--- config.mk ---
export PLATFORM = sky130hd
export DESIGN_NAME = register_file_mp
export DESIGN_NICKNAME = d
export VERILOG_FILES = /design/src/rtl/register_file_mp.sv
export SDC_FILE = /design/constraint.sdc
export NUM_CORES = 2
export LEC_CHECK = 0
export ABC_CLOCK_PERIOD_IN_PS = 3600
export CORE_MARGIN = 2
export CORE_UTILIZATION = 70
export CTS_BUF_LIST = sky130_fd_sc_hd__clkbuf_8
export DETAILED_ROUTE_END_ITERATION = 12
export PLACE_DENSITY = 0.88
export RECOVER_POWER = 50
export SLEW_MARGIN = 20
export SYNTH_ARGS = -nofsm -noshare
export SYNTH_HDL_FRONTEND = slang
export SYNTH_SLANG_ARGS = --single-unit
--- constraint.sdc ---
create_clock -name iClk -period 3.6 [get_ports iClk]
set_clock_uncertainty 0.15 [all_clocks]
set_input_delay 0.36 -clock iClk [delete_from_list [all_inputs] [get_ports iClk]]
set_output_delay 0.36 -clock iClk [all_outputs]
set_load 0.01 [all_outputs]
--- src/rtl/register_file_mp.sv ---
// Multi-port integer register file: N combinational read ports, M write ports,
// optional write-to-read forwarding and a per-register busy scoreboard. x0 reads as zero.

module register_file_mp_rport #(
  parameter int NRegs       = 32,
  parameter int XLen        = 32,
  parameter int NWritePorts = 1,
  parameter int Bypass      = 1,
  parameter int AddrW       = $clog2(NRegs)
) (
  input  logic                                nRst,
  input  logic [AddrW-1:0]                    addr,
  input  logic [NRegs-1:0][XLen-1:0]          rf,
  input  logic [NRegs-1:0]                    busy,
  input  logic [NWritePorts-1:0]              we,
  input  logic [NWritePorts-1:0][AddrW-1:0]   wa,
  input  logic [NWritePorts-1:0][XLen-1:0]    wd,
  input  logic                                issue_en,
  input  logic [AddrW-1:0]                    issue_rd,
  output logic [XLen-1:0]                     rs,
  output logic                                rs_busy
);
  logic            hit;
  logic [XLen-1:0] fwd;

  always_comb begin
    hit = 1'b0;
    fwd = '0;
    // Ascending scan: the highest-indexed matching port is the one forwarded.
    for (int w = 0; w < NWritePorts; w++)
      if (we[w] && wa[w] == addr) begin
        hit = 1'b1;
        fwd = wd[w];
      end
    rs      = rf[addr];
    rs_busy = busy[addr];
    if (Bypass != 0 && hit && addr != '0) begin
      rs = fwd;
      // A same-cycle issue to this register means a newer producer is in flight.
      if (!(issue_en && issue_rd == addr)) rs_busy = 1'b0;
    end
    if (!nRst) begin
      rs      = '0;
      rs_busy = 1'b0;
    end
  end
endmodule

module register_file_mp #(
  parameter int NRegs       = 32,
  parameter int XLen        = 32,
  parameter int NReadPorts  = 2,
  parameter int NWritePorts = 1,
  parameter int Bypass      = 1,
  parameter int AddrW       = $clog2(NRegs)
) (
  input  logic                                iClk,
  input  logic                                nRst,
  input  logic [NWritePorts-1:0]              iWriteEn,
  input  logic [NWritePorts-1:0][AddrW-1:0]   iAddr_Rd,
  input  logic [NWritePorts-1:0][XLen-1:0]    iRd,
  input  logic [NReadPorts-1:0][AddrW-1:0]    iAddr_Rs,
  output logic [NReadPorts-1:0][XLen-1:0]     oRs,
  output logic [NReadPorts-1:0]               oRsBusy,
  input  logic                                iIssueEn,
  input  logic [AddrW-1:0]                    iIssueRd,
  input  logic                                iFlush
);
  logic [NRegs-1:0][XLen-1:0] rf;
  logic [NRegs-1:0]           busy;

  assign rf[0]   = '0;
  assign busy[0] = 1'b0;

  for (genvar g = 1; g < NRegs; g++) begin : g_reg
    logic            we, set, b_q;
    logic [XLen-1:0] wd, q;

    always_comb begin
      we = 1'b0;
      wd = q;
      for (int w = 0; w < NWritePorts; w++)
        if (iWriteEn[w] && iAddr_Rd[w] == AddrW'(g)) begin
          we = 1'b1;
          wd = iRd[w];
        end
    end

    assign set = iIssueEn && iIssueRd == AddrW'(g);

    always_ff @(posedge iClk or negedge nRst)
      if (!nRst)   q <= '0;
      else if (we) q <= wd;

    // Flush beats everything; issue beats a same-cycle writeback.
    always_ff @(posedge iClk or negedge nRst)
      if (!nRst)       b_q <= 1'b0;
      else if (iFlush) b_q <= 1'b0;
      else if (set)    b_q <= 1'b1;
      else if (we)     b_q <= 1'b0;

    assign rf[g]   = q;
    assign busy[g] = b_q;
  end

  for (genvar r = 0; r < NReadPorts; r++) begin : g_rport
    register_file_mp_rport #(
      .NRegs(NRegs), .XLen(XLen), .NWritePorts(NWritePorts),
      .Bypass(Bypass), .AddrW(AddrW)
    ) u_rport (
      .nRst    (nRst),
      .addr    (iAddr_Rs[r]),
      .rf      (rf),
      .busy    (busy),
      .we      (iWriteEn),
      .wa      (iAddr_Rd),
      .wd      (iRd),
      .issue_en(iIssueEn),
      .issue_rd(iIssueRd),
      .rs      (oRs[r]),
      .rs_busy (oRsBusy[r])
    );
  end
endmodule

======== Word-level counts from Yosys, hierarchy flattened ========
Cells that the tools add are included.
operators by class
  order comparisons ....................... 2
  eq/ne operators ......................... 66
  mux-type cells .......................... 146
  reduce and logical (&&, ||, !) cells .... 132
operators by type and width
  operator                                             number
  binary-select mux 32 bit (select 5 bit)              2
  2-to-1 mux 32 bit                                    8
  == test 5 bit (second input constant)                32
  2-to-1 mux 1 bit                                     134
  nonzero test 3 bit                                   31
  == test 5 x 4 -> 1 bit (second input constant)       16
  logical AND 1 bit                                    68
  AND reduction 2 bit                                  31
  == test 5 x 3 -> 1 bit (second input constant)       8
  == test 5 x 2 -> 1 bit (second input constant)       4
  == test 5 bit                                        4
  < comparator 5 x 6 -> 1 bit (second input constant)  2
  binary-select mux 1 bit (select 5 bit)               2
  == test 5 x 1 -> 1 bit (second input constant)       2
  nonzero test 5 bit                                   2
word-level totals
  register bits ........................... 1023
  bits of input ports ..................... 57
  output and inout bits ................... 66
  word-level logic and storage cells ...... 408

======== Longest topological paths before layout ========
  depth after elaboration ................. 6
  depth in mapped cells ................... 9

======== By module ========
From an unflattened synthesis, not the netlist that was laid out.
second synthesis, totals
  cells, all modules ...................... 3875
  area total of the unflattened synthesis .. 55792.3 um^2
by module, submodules not included
  module                  times used  cells an instance  area each (um^2)  sequential area each (um^2)
  register_file_mp        1           2347               38463.1           25599.6
  register_file_mp_rport  2           764                8664.6            0.0

======== Worst setup path after synthesis ========
Ideal clock, no wire load.
  kind .................................... in2out
  start point ............................. input iAddr_Rs[0] (netlist name)
  end point ............................... output oRs[10] (netlist name)
  arrival ................................. 2125 ps
  data required time ...................... 3090 ps
  path slack .............................. 965 ps
  stages .................................. 7
  path buffers ............................ 3
  cell sequence ........................... buf_2 -> buf_2 -> buf_2 -> mux4_2 -> mux2_2 -> o211ai_1 -> a31oi_1
RTL lines
  item                line  RTL
  start: declaration  62    input logic [NReadPorts-1:0][AddrW-1:0] iAddr_Rs,
  end: declaration    63    output logic [NReadPorts-1:0][XLen-1:0] oRs,

==> out/results.ini <==
[final_layout]
post-route-cell-area_mm2=0.0637
filler_cell_count=3855
layout-area-overhead-vs-synth_pct=14.4
drive_above_1_share=0.532
design.final.nets=4089
fin_util=0.808

[clock_tree]
tritoncts.num_buffers=166
cts_tree=yes
clock_path_buffers=3
worst_skew_pair.late_latency_ps=860
clk_transition_reported_paths_ps=70
cts_max_level=4
cts-root-buf=sky130_fd_sc_hd__clkbuf_8
clkSinkCount=1023

[synthesis]
synth.cell_area_mm2=0.0557
async_reset_ff_frac=1.00
synth.largest_area_cell=sky130_fd_sc_hd__dfrtp_1
synth_ff_type=sky130_fd_sc_hd__dfrtp_1
seq_cells_post_synth=1023
synthCells=3855
synth_top_cells_by_area=sky130_fd_sc_hd__dfrtp_1 46%, sky130_fd_sc_hd__mux2_2 22%, sky130_fd_sc_hd__mux4_2 20%, sky130_fd_sc_hd__nand2_1 1.6%, sky130_fd_sc_hd__buf_2 1.4%
ys_warn_count=0
post_synth.cell_area_avg_um2=14.5
synthDistinctLibCells=51
synth.yosys.seq_area_share=0.460
synth-edff-count=0
syn-num-nets=3912
yosysTopAreaCellShare=0.460

[sta]
final_critical_path_setup_slack_ps=-90.8
holdWs_ps=178
max_slew_margin=-0.111
grt_setup_unrepaired=true
report.final.setup_viol=2
final_min_period_over_clock_period=1.03
max_clock_freq_mhz=271
clock_period_minus_final_worst_setup_slack_ps=3690
hold_viol_final=0
drv_slew=30
max_slew.worst_pin.slew_ps=1670

[route]
wl_mm=184
detail_route.iter0.violations=5815
avgRoutedWirePerCell_um=35.3
drt-vias-per-instance=7.72
vias=40300
drt_drc_violations_left=0
firstDrtPassIters=8
detail-route-antenna-nets=0

[power]
leakage_power_nw=27.7
pwr_density_cell_mw_per_mm2=527
ir_drop_mv=0.391

[place]
dpl_cell_area_mm2=0.0599
hpwlAfterDp_mm=106
globalplace.congestion=0.928
pre_cts_worst_setup_slack_ps=-207
placement.io_buffers=122

[die]
floorplan.die.width_um=286
coreArea_mm2=0.0789
placement_rows=103
io_pins=123
die_y_um=286
effective_utilization_at_floorplan=0.706
die_area_mm2=0.0819

[outcome]
violations=max-capacitance violations, max-slew violations, negative setup slack
run_status=finished with violations

[worst_setup_path]
worst-endpoint-required_ps=3090
startpoint_type_of_the_worst_setup_path=flop
worst_setup_path_end_kind=primary output
critical_path.reg2reg.endpoint=g_reg[12].q[21]
worst-r2r-setup-slack_ps=2570
crit_path_max_fanout=3
cp.arrival_ps=3180
cpPeakStageDelay_ps=550
worst-setup-path-type=reg2out
reg2reg_depth=1
cp_cell_sequence=mux2_2 -> a221oi_1 -> a311oi_1 -> o21ai_0 -> o31ai_4 -> clkdlybuf4s50_1
slowest_stage=sky130_fd_sc_hd__o21ai_0
timing.rr.start=g_reg[12].q[21]

[min_path]
min_path_cells=2
holdPathEnd=g_reg[8].q[0]
hold_path.class=in2reg
hold_path_startpoint=iRd[0]

[global_routing]
overflow=0
track_usage=0.457
initial_antenna_violation_count=4
largest_net_degree_at_the_start_of_global_routing=122
grt_pass1_vias=42800
grt_pass1_wl_mm=274

[job]
maxCapViolCount=1

==> worst max-delay path, delay by kind of cell (launching register included) <==
| kind | cells | cell delay [ps] |
|---|---|---|
| mux | 1 | 270 |
| compound gates | 4 | 1140 |
| flops | 1 | 410 |
| buf+inv | 1 | 530 |
==> through the flow <==
step,power (W),TNS (ps),instances
6_report,0.0336,-118,5214
5_1_grt,0.0347,-173,5213
4_1_cts,0.0333,0,5206
3_5_place_dp,0.0227,-744,4906
3_3_place_gp,0.0222,-550,4906
2_1_floorplan,0.0202,0,3855
==> worst max-delay path by stage <==
stage	start	end	slack, ps	cells after the start
6_report	g_reg[3].q[20]	oRs[52]	-90	6
5_1_grt	g_reg[3].q[20]	oRs[52]	-110	6
4_1_cts	g_reg[11].q[14]	oRs[46]	3	5
3_5_place_dp	iAddr_Rd[1]	oRs[14]	-210	9
3_3_place_gp	iAddr_Rd[1]	oRs[52]	-170	9
2_1_floorplan	iAddr_Rs[0]	oRs[10]	970	7
==> synth_stat cells (all sizes together) (5+ instances only) <==
cell type,count
mux2,1076
o32ai,14
nand3,61
a31oi,20
o21ai,62
buf,225
a21oi,19
xnor2,9
nand2,235
a32oi,22
inv,6
o221a,13
a211oi,7
xor2,9
o31ai,7
and2,9
o22a,7
nor3,9
a221oi,42
mux2i,59
dfrtp,1023
clkbuf,197
nor2,57
nand2b,12
mux4,483
nor2b,32
nor4,5
a22oi,62
o211ai,18
a22o,23
a311oi,7
==> power by group <==
part	switching (W)	internal, W
combinational	0.00312	0.00449
clock	0.00498	0.00549
sequential	0.00180	0.0137
==> layout by cell type (no fill, tap or decap), types with 5 or more instances in the layout <==
cell	instances
sky130_fd_sc_hd__buf_8	5
sky130_fd_sc_hd__o32ai_1	14
sky130_fd_sc_hd__nor2b_1	30
sky130_fd_sc_hd__a31oi_1	18
sky130_fd_sc_hd__diode_2	5
sky130_fd_sc_hd__clkinv_2	20
sky130_fd_sc_hd__inv_1	49
sky130_fd_sc_hd__clkdlybuf4s50_1	97
sky130_fd_sc_hd__a32oi_2	8
sky130_fd_sc_hd__a311oi_1	7
sky130_fd_sc_hd__clkbuf_8	217
sky130_fd_sc_hd__buf_12	93
sky130_fd_sc_hd__dfrtp_1	1021
sky130_fd_sc_hd__a32oi_1	12
sky130_fd_sc_hd__a221oi_1	36
sky130_fd_sc_hd__nor2_1	40
sky130_fd_sc_hd__dlygate4sd2_1	6
sky130_fd_sc_hd__nor2_4	14
sky130_fd_sc_hd__a22o_1	23
sky130_fd_sc_hd__and2_1	6
sky130_fd_sc_hd__a21oi_1	17
sky130_fd_sc_hd__nand3_1	61
sky130_fd_sc_hd__a211oi_1	7
sky130_fd_sc_hd__a22oi_1	61
sky130_fd_sc_hd__buf_4	214
sky130_fd_sc_hd__o22a_1	7
sky130_fd_sc_hd__nand2_2	10
sky130_fd_sc_hd__o21ai_0	58
sky130_fd_sc_hd__nand2b_1	10
sky130_fd_sc_hd__mux4_2	483
sky130_fd_sc_hd__o221a_2	13
sky130_fd_sc_hd__mux2i_1	58
sky130_fd_sc_hd__nand2_1	225
sky130_fd_sc_hd__mux2_2	1072
sky130_fd_sc_hd__xnor2_1	9
sky130_fd_sc_hd__dlymetal6s2s_1	8
sky130_fd_sc_hd__xor2_1	9
sky130_fd_sc_hd__o211ai_1	18
==> metal layers <==
metal	global-route usage	vias to the layer above	wire length, um
met4	0.347	0	16200
met5	0	-	0
li1	-	15200	-
met2	0.662	3504	81900
met1	0.570	20400	59900
met3	0.163	1098	25900
==> flip-flops by register name (all words and copies together) (netlist names) <==
name / cells
g.b_q: 31
g.q: 992
==> cell families (layout without fill, tap and decap cells) <==
family | Yosys count | count (layout) | synth area share
other | 0 | 5 | 0
AOI/OAI and AO/OA | 334 | 334 | 0.0447
muxes | 1618 | 1618 | 0.423
DFF | 1023 | 1023 | 0.460
buffers and inverters | 428 | 732 | 0.0350
xor gates and xnor gates | 18 | 18 | 0.00283
and+or+nand+nor | 434 | 434 | 0.0346
==> area by class of cell <==
type | count | area, um^2 | area share
clock buffers | 217 | 2990 | 0.0469
inverters | 6 | 25.0 | 0.000393
repair buffers | 431 | 4750 | 0.0745
flip-flops and latches | 1023 | 25600 | 0.402
well taps | 1050 | 1310 | 0.0206
clock inverters | 78 | 424 | 0.00666
multi-input cells | 2404 | 28600 | 0.449
diodes | 5 | 12.5 | 0.000196
==> timing repair <==
item / CTS / global route
resized for setup: 31 / 35
endpoints found under the hold margin: 417 / 31
hold buffers: 4 / 1
gates cloned: 0 / 1
pin swaps: 5 / 7
buffers inserted: 1 / 1
endpoints found under the setup margin: 20 / 25
(Power assumes the default switching activity.)
